==> src/rtl/regfile_pkg.sv <==
// rtl/regfile_pkg.sv - shared types, constants and store masking for param_register_file
package regfile_pkg;

  typedef enum logic {
    RF_IDLE  = 1'b0,
    RF_CLEAR = 1'b1
  } rf_state_t;

  // Upper bounds used by the shared masking helper
  localparam int RF_MAX_W     = 64;
  localparam int RF_MAX_REGS  = 256;
  localparam int RF_IDX_MAX_W = 8;

  // Registers 3, 4 and 5 hold full data width by default
  localparam logic [RF_MAX_REGS-1:0] RF_DEFAULT_WIDE_MASK = RF_MAX_REGS'(16'h0038);

  // Value a register will actually hold: wide registers keep everything,
  // narrow ones keep the low narrow_w bits, zero-extended.
  function automatic logic [RF_MAX_W-1:0] rf_store_mask(
    input logic [RF_MAX_REGS-1:0]  wide_mask,
    input int unsigned             narrow_w,
    input logic [RF_IDX_MAX_W-1:0] idx,
    input logic [RF_MAX_W-1:0]     data
  );
    logic [RF_MAX_W-1:0] keep;
    if (wide_mask[idx] || narrow_w >= RF_MAX_W) begin
      return data;
    end
    keep = (RF_MAX_W'(1) << narrow_w) - RF_MAX_W'(1);
    return data & keep;
  endfunction

endpackage

==> src/rtl/regfile_clear_fsm.sv <==
// rtl/regfile_clear_fsm.sv - sequential zeroing sweep over registers 1..NUM_REGS-1
module regfile_clear_fsm
  import regfile_pkg::*;
#(
  parameter int NUM_REGS = 16,
  parameter int IDX_W    = $clog2(NUM_REGS)
) (
  input  logic             clk,
  input  logic             rst_n,
  input  logic             clear,
  output logic             busy,
  output logic             sweep_we,
  output logic [IDX_W-1:0] sweep_index
);

  localparam logic [IDX_W-1:0] LAST_IDX = IDX_W'(NUM_REGS - 1);

  rf_state_t        state, state_next;
  logic [IDX_W-1:0] ptr, ptr_next;

  // State and pointer register; reset always launches a fresh sweep
  always_ff @(posedge clk) begin
    if (!rst_n) begin
      state <= RF_CLEAR;
      ptr   <= IDX_W'(1);
    end else begin
      state <= state_next;
      ptr   <= ptr_next;
    end
  end

  // Next state: a clear request restarts, otherwise walk to the last index
  always_comb begin
    state_next = state;
    ptr_next   = ptr;
    if (clear) begin
      state_next = RF_CLEAR;
      ptr_next   = IDX_W'(1);
    end else if (state == RF_CLEAR) begin
      if (ptr == LAST_IDX) begin
        state_next = RF_IDLE;
      end else begin
        ptr_next = ptr + IDX_W'(1);
      end
    end
  end

  // Outputs: every CLEAR cycle zeroes the register at ptr
  always_comb begin
    busy        = (state == RF_CLEAR);
    sweep_we    = (state == RF_CLEAR);
    sweep_index = ptr;
  end

endmodule

==> src/rtl/param_register_file.sv <==
// rtl/param_register_file.sv - 2R1W register file with bypass, clear sweep and drop flag
module param_register_file
  import regfile_pkg::*;
#(
  parameter int                     DATA_W    = 19,
  parameter int                     NARROW_W  = 16,
  parameter int                     NUM_REGS  = 16,
  localparam int                    IDX_W     = $clog2(NUM_REGS),
  parameter logic [RF_MAX_REGS-1:0] WIDE_MASK = RF_DEFAULT_WIDE_MASK,
  parameter int                     BYPASS    = 1
) (
  input  logic              clk,
  input  logic              rst_n,
  input  logic              clear,
  input  logic              we,
  input  logic [IDX_W-1:0]  write_index,
  input  logic [DATA_W-1:0] write_data,
  input  logic [IDX_W-1:0]  read_index_1,
  input  logic [IDX_W-1:0]  read_index_2,
  output logic [DATA_W-1:0] read_data_1,
  output logic [DATA_W-1:0] read_data_2,
  output logic              busy,
  output logic              write_dropped
);

  localparam logic [IDX_W:0] NUM_REGS_EXT = (IDX_W + 1)'(NUM_REGS);

  logic              sweep_we;
  logic [IDX_W-1:0]  sweep_index;
  logic              write_legal;
  logic              user_accept;
  logic [RF_MAX_W-1:0] user_masked_full;
  logic [DATA_W-1:0] user_masked;
  logic              unused_mask_bits;
  logic              wr_en;
  logic [IDX_W-1:0]  wr_index;
  logic [DATA_W-1:0] wr_data;
  logic [DATA_W-1:0] rd_word [NUM_REGS];

  regfile_clear_fsm #(
    .NUM_REGS (NUM_REGS),
    .IDX_W    (IDX_W)
  ) u_clear_fsm (
    .clk         (clk),
    .rst_n       (rst_n),
    .clear       (clear),
    .busy        (busy),
    .sweep_we    (sweep_we),
    .sweep_index (sweep_index)
  );

  // User write qualification and the value storage would hold for it
  always_comb begin
    write_legal      = ({1'b0, write_index} < NUM_REGS_EXT) && (write_index != '0);
    user_accept      = we && !busy && write_legal;
    user_masked_full = rf_store_mask(WIDE_MASK, NARROW_W, RF_IDX_MAX_W'(write_index),
                                     RF_MAX_W'(write_data));
    user_masked      = user_masked_full[DATA_W-1:0];
    unused_mask_bits = |user_masked_full;
  end

  // Sweep owns the write port while busy; user writes are accepted only when idle
  always_comb begin
    wr_en    = sweep_we || user_accept;
    wr_index = sweep_we ? sweep_index : write_index;
    wr_data  = sweep_we ? '0 : user_masked;
  end

  assign rd_word[0] = '0;

  for (genvar g = 1; g < NUM_REGS; g++) begin : g_reg
    localparam int W = WIDE_MASK[g] ? DATA_W : NARROW_W;
    logic [W-1:0] q;
    // Per-register storage sized to its architectural width, no reset
    always_ff @(posedge clk) begin
      if (wr_en && (wr_index == IDX_W'(g))) begin
        q <= wr_data[W-1:0];
      end
    end
    assign rd_word[g] = DATA_W'(q);
  end

  // Read port 1: zero while sweeping, then bypass, then storage
  always_comb begin
    read_data_1 = '0;
    if (!busy) begin
      if ((BYPASS != 0) && user_accept && (write_index == read_index_1)) begin
        read_data_1 = user_masked;
      end else if ({1'b0, read_index_1} < NUM_REGS_EXT) begin
        read_data_1 = rd_word[read_index_1];
      end
    end
  end

  // Read port 2: same selection as port 1
  always_comb begin
    read_data_2 = '0;
    if (!busy) begin
      if ((BYPASS != 0) && user_accept && (write_index == read_index_2)) begin
        read_data_2 = user_masked;
      end else if ({1'b0, read_index_2} < NUM_REGS_EXT) begin
        read_data_2 = rd_word[read_index_2];
      end
    end
  end

  // Flag a legal write that arrived while the sweep held the array
  always_ff @(posedge clk) begin
    if (!rst_n) begin
      write_dropped <= 1'b0;
    end else begin
      write_dropped <= we && busy && write_legal;
    end
  end

endmodule

==> config.mk <==
export PLATFORM = sky130hd
export DESIGN_NAME = param_register_file
export DESIGN_NICKNAME = d
export VERILOG_FILES = /design/src/rtl/regfile_pkg.sv /design/src/rtl/regfile_clear_fsm.sv /design/src/rtl/param_register_file.sv
export SDC_FILE = /design/constraint.sdc
export NUM_CORES = 1
export LEC_CHECK = 0
export CELL_PAD_IN_SITES_DETAIL_PLACEMENT = 2
export CELL_PAD_IN_SITES_GLOBAL_PLACEMENT = 2
export CORE_MARGIN = 2
export CORE_UTILIZATION = 35
export CTS_BUF_LIST = sky130_fd_sc_hd__clkbuf_4 sky130_fd_sc_hd__clkbuf_8 sky130_fd_sc_hd__clkbuf_16
export DETAILED_ROUTE_END_ITERATION = 12
export PLACE_DENSITY_LB_ADDON = 0.12
export SYNTH_ARGS = -nofsm -noshare
export SYNTH_HDL_FRONTEND = slang
export SYNTH_HIERARCHICAL = 1
export SYNTH_SLANG_ARGS = --single-unit
==> constraint.sdc <==
create_clock -name clk -period 5.11 [get_ports clk]
set_input_delay 1.2775 -clock clk [delete_from_list [all_inputs] [get_ports clk]]
set_output_delay 1.2775 -clock clk [all_outputs]
set_load 0.05 [all_outputs]
# After elaboration in Yosys (flattened, before gate mapping)
# Memories as Yosys holds them, arrays and structs flattened.
# Cells that the tools add are included.
word_totals:
  mem_count: 1
  latch_bits: 0
  input_bits: 35
  word_cells: 89
  mem_bits_rw: 0
  out_inout_bits: 40
  romBits: 16
  register_bits: 255
op_classes:
  shifts: 0
  mul: 0
  eq_ne: 18
  magnitude_cmp: 3
  n_reduce_logical: 26
  div_mod_pow: 0
  n_bitwise: 4
  addsub: 1
  mux: 18
memory_table:
  columns: ["name", "words", "width", "read_ports", "rd_clocked_by_memory_dff", "wr", "line_no", "text"]
  rows:
  - ["(no name shown)", 16, 1, 1, 0, 0, "regfile_pkg.sv:26", "if (wide_mask[idx] || narrow_w >= RF_MAX_W) begin"]
ops:
  columns: ["op", "count"]
  rows:
  - ["2-to-1 mux 19 bit", 11]
  - ["binary-select mux 19 bit (select 4 bit)", 2]
  - ["== test 4 bit, second input constant", 9]
  - ["logical AND 1 bit", 21]
  - ["== test 4 x 3 -> 1 bit, second input constant", 4]
  - ["greater-or-equal comparator 5 bit, second input constant", 2]
  - ["NOT 4 -> 5 bit", 2]
  - ["less-than comparator 4 x 9 -> 1 bit, second input constant", 1]
  - ["== test 4 x 2 -> 1 bit, second input constant", 2]
  - ["== test 4 bit", 2]
  - ["adder 4 x 1 -> 4 bit, second input constant", 1]
  - ["== test 4 x 1 -> 1 bit, second input constant", 1]
  - ["2-to-1 mux 1 bit", 4]
  - ["2-to-1 mux 4 bit", 1]
  - ["nonzero test 4 bit", 1]
  - ["NOT 1 bit", 2]
  - ["AND reduction 2 bit", 1]
  - ["OR reduction 2 bit", 1]
  - ["logical NOT 1 bit", 1]
  - ["logical OR 1 bit", 1]

# Depth between registers and ports, before layout
# Gate-level depths: netlist of the first run.
logic_depth:
  depth_word: 6
  depth_mapped: 9

# Cells and area by module
# Netlist of the first run, hierarchy kept.
by_module_without_submodules:
  columns: ["mod", "instances", "cells_per_inst", "area_each_um2", "seq_area_each_um2"]
  rows:
  - ["param_register_file", 1, 813, 12866.1, 7497.2]
  - ["regfile_clear_fsm", 1, 25, 239.0, 100.1]

# Least setup slack after synthesis of the first run
# Ideal clock, no wire load.
synth_timing:
  kind: "input port to output port"
  from: "in write_index[3]"
  to: "out read_data_2[0]"
  path_buffers: 3
  arrival_time_ps: 3448
  setup_slack_ps: 384
  stages: 8
  path_cell_list: "buf_4 -> nor4_2 -> nor3b_1 -> and4_1 -> clkbuf_2 -> buf_4 -> a211oi_1 -> nor3_1"
synth_via:
  elab_chain_cells: 6
  word_cells_on_any_way: 10
  classes_between: "1 x eq/ne; 5 x mux; 3 x reduce/logical; 1 x memory"
synth_rtl:
  columns: ["item", "line_no", "text"]
  rows:
  - ["start, declared", "param_register_file.sv:16", "input logic [IDX_W-1:0] write_index,"]
  - ["memory read (16 x 1 bit)", null, null]
  - ["2-to-1 mux 1 bit (not written as such)", "regfile_pkg.sv:26", null]
  - ["2-to-1 mux 1 bit", "regfile_pkg.sv:26", null]
  - ["2-to-1 mux 19 bit", "regfile_pkg.sv:29", "keep = (RF_MAX_W'(1) << narrow_w) - RF_MAX_W'(1);"]
  - ["2-to-1 mux 19 bit (*)", "param_register_file.sv:99", "if ((BYPASS != 0) && user_accept && (write_index == read_index_2)) begin"]
  - ["2-to-1 mux 19 bit (*)", "param_register_file.sv:98", "if (!busy) begin"]
  - ["end, declared", "param_register_file.sv:21", "output logic [DATA_W-1:0] read_data_2,"]
# Mark *: on every way between the ends. The rest lies on a longest branch, timed or not. The select of a mux whose other input is x is not followed.

# Worst setup path after layout of the first run
layout_timing:
  from: "in read_index_2[0]"
  to: "out read_data_2[1]"
layout_via:
  elab_chain_cells: 6
  word_cells_on_any_way: 8
  classes_between: "1 x eq/ne; 5 x mux; 1 x bitwise; 1 x reduce/logical"
layout_rtl:
  columns: ["item", "line_no", "text"]
  rows:
  - ["start, declared", "param_register_file.sv:19", "input logic [IDX_W-1:0] read_index_2,"]
  - ["NOT 4 -> 5 bit (not written as such)", "param_register_file.sv:102", "read_data_2 = rd_word[read_index_2];"]
  - ["binary-select mux 19 bit (select 4 bit)", "param_register_file.sv:102", null]
  - ["2-to-1 mux 19 bit (not written as such) (2 in series)", "param_register_file.sv:102", null]
  - ["2-to-1 mux 19 bit (*)", "param_register_file.sv:99", null]
  - ["2-to-1 mux 19 bit (*)", "param_register_file.sv:98", null]
# Marked as above.

==> out/summary.txt, run 1 <==
Status - finished, final reports clean
Clk buf depth - 3
Postcts setup bufs - 0
Share of post-route cells with drive strength above 1 - 28.2%
DRC - 0
Antenna fix cells - 0
Largest net degree at the start of global routing - 80
Final Skew - 8.73 ps
Final critical-path required period - 4970 ps
Clock slew at reported path FFs - 60 ps
IO Count - 75
Seq/Total Area, Yosys - 58.0%
Worst Tran Pin Value - 1230 ps
Placer Congestion - 0.786
Drt total wl - 43.3 mm
Vias - 8352
Max capacitance violation total - 0
Hold crit path type - reg -> reg
Hold Vio Cnt, Final - 0
Pwr per Cell Area - 295 nW/um2
Inserted Clock Buffers - 29
Final period util - 97.3%
Total clock sinks - 255
Unique cell type count in the Yosys netlist - 55
Syn_area_per_cell - 15.6 um2
Num rows - 70
H-tree lvl count - 1
WP data required - 3830 ps
WS Path Type - in -> out
Post-route cell area - 15800 um2
Fillers - 3483
DP Area - 14900 um2
Clk_lat worst skew - 570 ps
Min Hold Slack - 578 ps
Wirelength per Cell - 30.4 um
DRT iter0 DRCs - 445
CTS tree - built
Largest family of logic cells by synthesized area - multiplexers
Setup crit start kind - primary input
Adder-cell share of the synthesized area - 0.0955%
Mux share of post-synthesis cell area - 20.9%
RSZ-0062 raised after global routing - no
Post-DRT Antenna Nets - 0
Synth Area in Simple Gates - 7.86%
Initial antenna violation count - 0
Max Slew Vio Count - 0
Area growth from synthesis to layout - 20.8%
Ys Warns - 6
Max VDD drop - 0.000284 V
GRT Overall Usage - 22.4%
DRT Pass-1 Iters - 5
Remaining Overflow, GRT - 0
I/O Buffers - 74
Final-stage net count - 974
Most common cell after layout, fill and taps aside - edfxtp_1
Net Count, Synth - 874
Core footprint - 36800 um2
Die area - 39000 um2
XOR/XNOR share of the synthesized area - 0.535%
CP arrival - 3690 ps
Syn Inst Count - 838
Reg area - 7600 um2
Post_cts resized - 1
Vias in the first global route - 9302
Vias per std cell - 5.86
Critical-path maximum fanout - 25
Final setup violation count - 0
Die H - 198 um
Post-DP HPWL - 29.1 mm
Synthesized cell area - 13100 um2
CP Capture Type - output port
Clock root buffer - clkbuf_16
Die X - 198 um
Max Clk Rate - 0.201 GHz
Multi-input logic area - 5000 um2
Post-synthesis compound-gate area fraction - 8.62%
Starting Density - 35.6%
Max-slew headroom - 17.7%
Leakage - 5.30 nW
Yosys reg bits - 255
First-pass GRT wire length - 63.2 mm
Most frequent cells in the layout - edfxtp_1 (249), buf_4 (64), nor2_1 (56)
Cts hold-fix bufs - 0
through the flow:
step / total power, mW / setup WS (ps) / cells / utilization (%) / TNS (ps)
floorplan: 2.61 / 384 / 838 / - / 0
global placement: 2.75 / 47.4 / 1375 / 40.6 / 0
detailed placement: 2.77 / -35.6 / 1375 / 40.6 / -35.6
CTS: 4.73 / 20.7 / 1425 / 43.0 / 0
global route: 4.83 / 56.9 / 1425 / 43.0 / 0
finish: 4.67 / 140 / 1425 / 43.0 / 0
final timing paths:
path / slack, ps / startpoint / depth (start not counted) / to
worst min register to register: 580 / u_clear_fsm/sweep_index[1]$_SDFFE_PP0P_ / 2 / u_clear_fsm/sweep_index[1]$_SDFFE_PP0P_
worst max-delay path: 140 / read_index_2[0] / 8 / read_data_2[1]
worst max register to register: 2450 / u_clear_fsm/busy$_SDFF_PP1_ / 6 / g_reg[3].q[8]$_DFFE_PP_
worst min-delay path: 580 / u_clear_fsm/sweep_index[1]$_SDFFE_PP0P_ / 2 / u_clear_fsm/sweep_index[1]$_SDFFE_PP0P_
metal layers:
metal | global-route usage [%] | wire (um) | share of wire, % | vias to the layer above
li1 | - | - | - | 3649
met1 | 28.7 | 18500 | 43 | 4484
met2 | 40.3 | 22500 | 52 | 156
met3 | 2.65 | 1160 | 2.7 | 63
met4 | 5.88 | 1120 | 2.6 | 0
met5 | 0 | 0 | 0 | -
critical path: stages:
cell	delay [ps]
buf_4	400
buf_12	230
mux4_1	570
mux2_2	280
a211oi_1	430
nor3_1	120
buf_4	190
buf_12	140
flip-flops by register name (all words and copies together) (netlist names):
signal                   count
write_dropped                1
g.q                        249
u_clear_fsm/sweep_index      4
u_clear_fsm/busy             1
area by class of cell:
type,count,share of cell area (%)
Tap cell,468,3.70
Clock inverter,15,0.703
Inverter,5,0.119
Sequential cell,255,48.0
Multi-Input combinational cell,502,31.6
Clock buffer,35,4.87
Timing Repair Buffer,145,11.0
cells by family after synthesis:
logic type,after synthesis
adder cells (fa/ha/maj),1
AO/OA/AOI/OAI,140
AND/OR/NAND/NOR,202
flip-flops,255
multiplexers,151
XOR/XNOR,8
buffers and inverters,81
cells in the mapped netlist (all sizes together):
cell | count | area share (%)
and4b | 1 | 0.086
mux4 | 80 | 15
nor3b | 2 | 0.11
nor4 | 3 | 0.24
ha | 1 | 0.095
dlygate4sd2 | 1 | 0.067
dlygate4sd1 | 1 | 0.067
nor2 | 60 | 1.7
or2 | 1 | 0.048
a2111oi | 16 | 1.6
a21oi | 20 | 0.79
o32a | 1 | 0.076
o2bb2ai | 6 | 0.40
a221oi | 32 | 2.1
nor4b | 2 | 0.13
inv | 5 | 0.14
buf | 46 | 2.8
xor2 | 6 | 0.40
o31ai | 1 | 0.057
a31oi | 6 | 0.29
nor2b | 51 | 2.4
and2 | 1 | 0.048
nand2 | 26 | 0.74
dfxtp | 6 | 0.92
nand3 | 9 | 0.38
xnor2 | 2 | 0.13
mux2 | 49 | 4.2
o211ai | 17 | 0.97
or3b | 1 | 0.067
and3 | 2 | 0.095
dlygate4sd3 | 1 | 0.076
nand3b | 1 | 0.057
nand4 | 2 | 0.095
o21ai | 9 | 0.37
and4 | 1 | 0.067
a211oi | 32 | 1.9
clkbuf | 27 | 0.83
nor3 | 35 | 1.3
mux2i | 22 | 1.7
nand2b | 4 | 0.19
edfxtp | 249 | 57
power breakdown:
part	internal, mW	switching (mW)
sequential	2.29	0.0138
combinational	0.187	0.229
clock	1.12	0.834
total	3.60	1.08
Power figures use the tool's default switching activity.
==> inputs of run 2 (changes only) <==
--- a/config.mk
+++ b/config.mk
@@ -11,6 +11,7 @@
 export CORE_UTILIZATION = 35
 export CTS_BUF_LIST = sky130_fd_sc_hd__clkbuf_4 sky130_fd_sc_hd__clkbuf_8 sky130_fd_sc_hd__clkbuf_16
 export DETAILED_ROUTE_END_ITERATION = 12
+export HOLD_SLACK_MARGIN = 0.03
 export PLACE_DENSITY_LB_ADDON = 0.12
 export SYNTH_ARGS = -nofsm -noshare
 export SYNTH_HDL_FRONTEND = slang
==> results of run 2 <==
The final DEF is identical to that of run 1; final timing and power are the same.
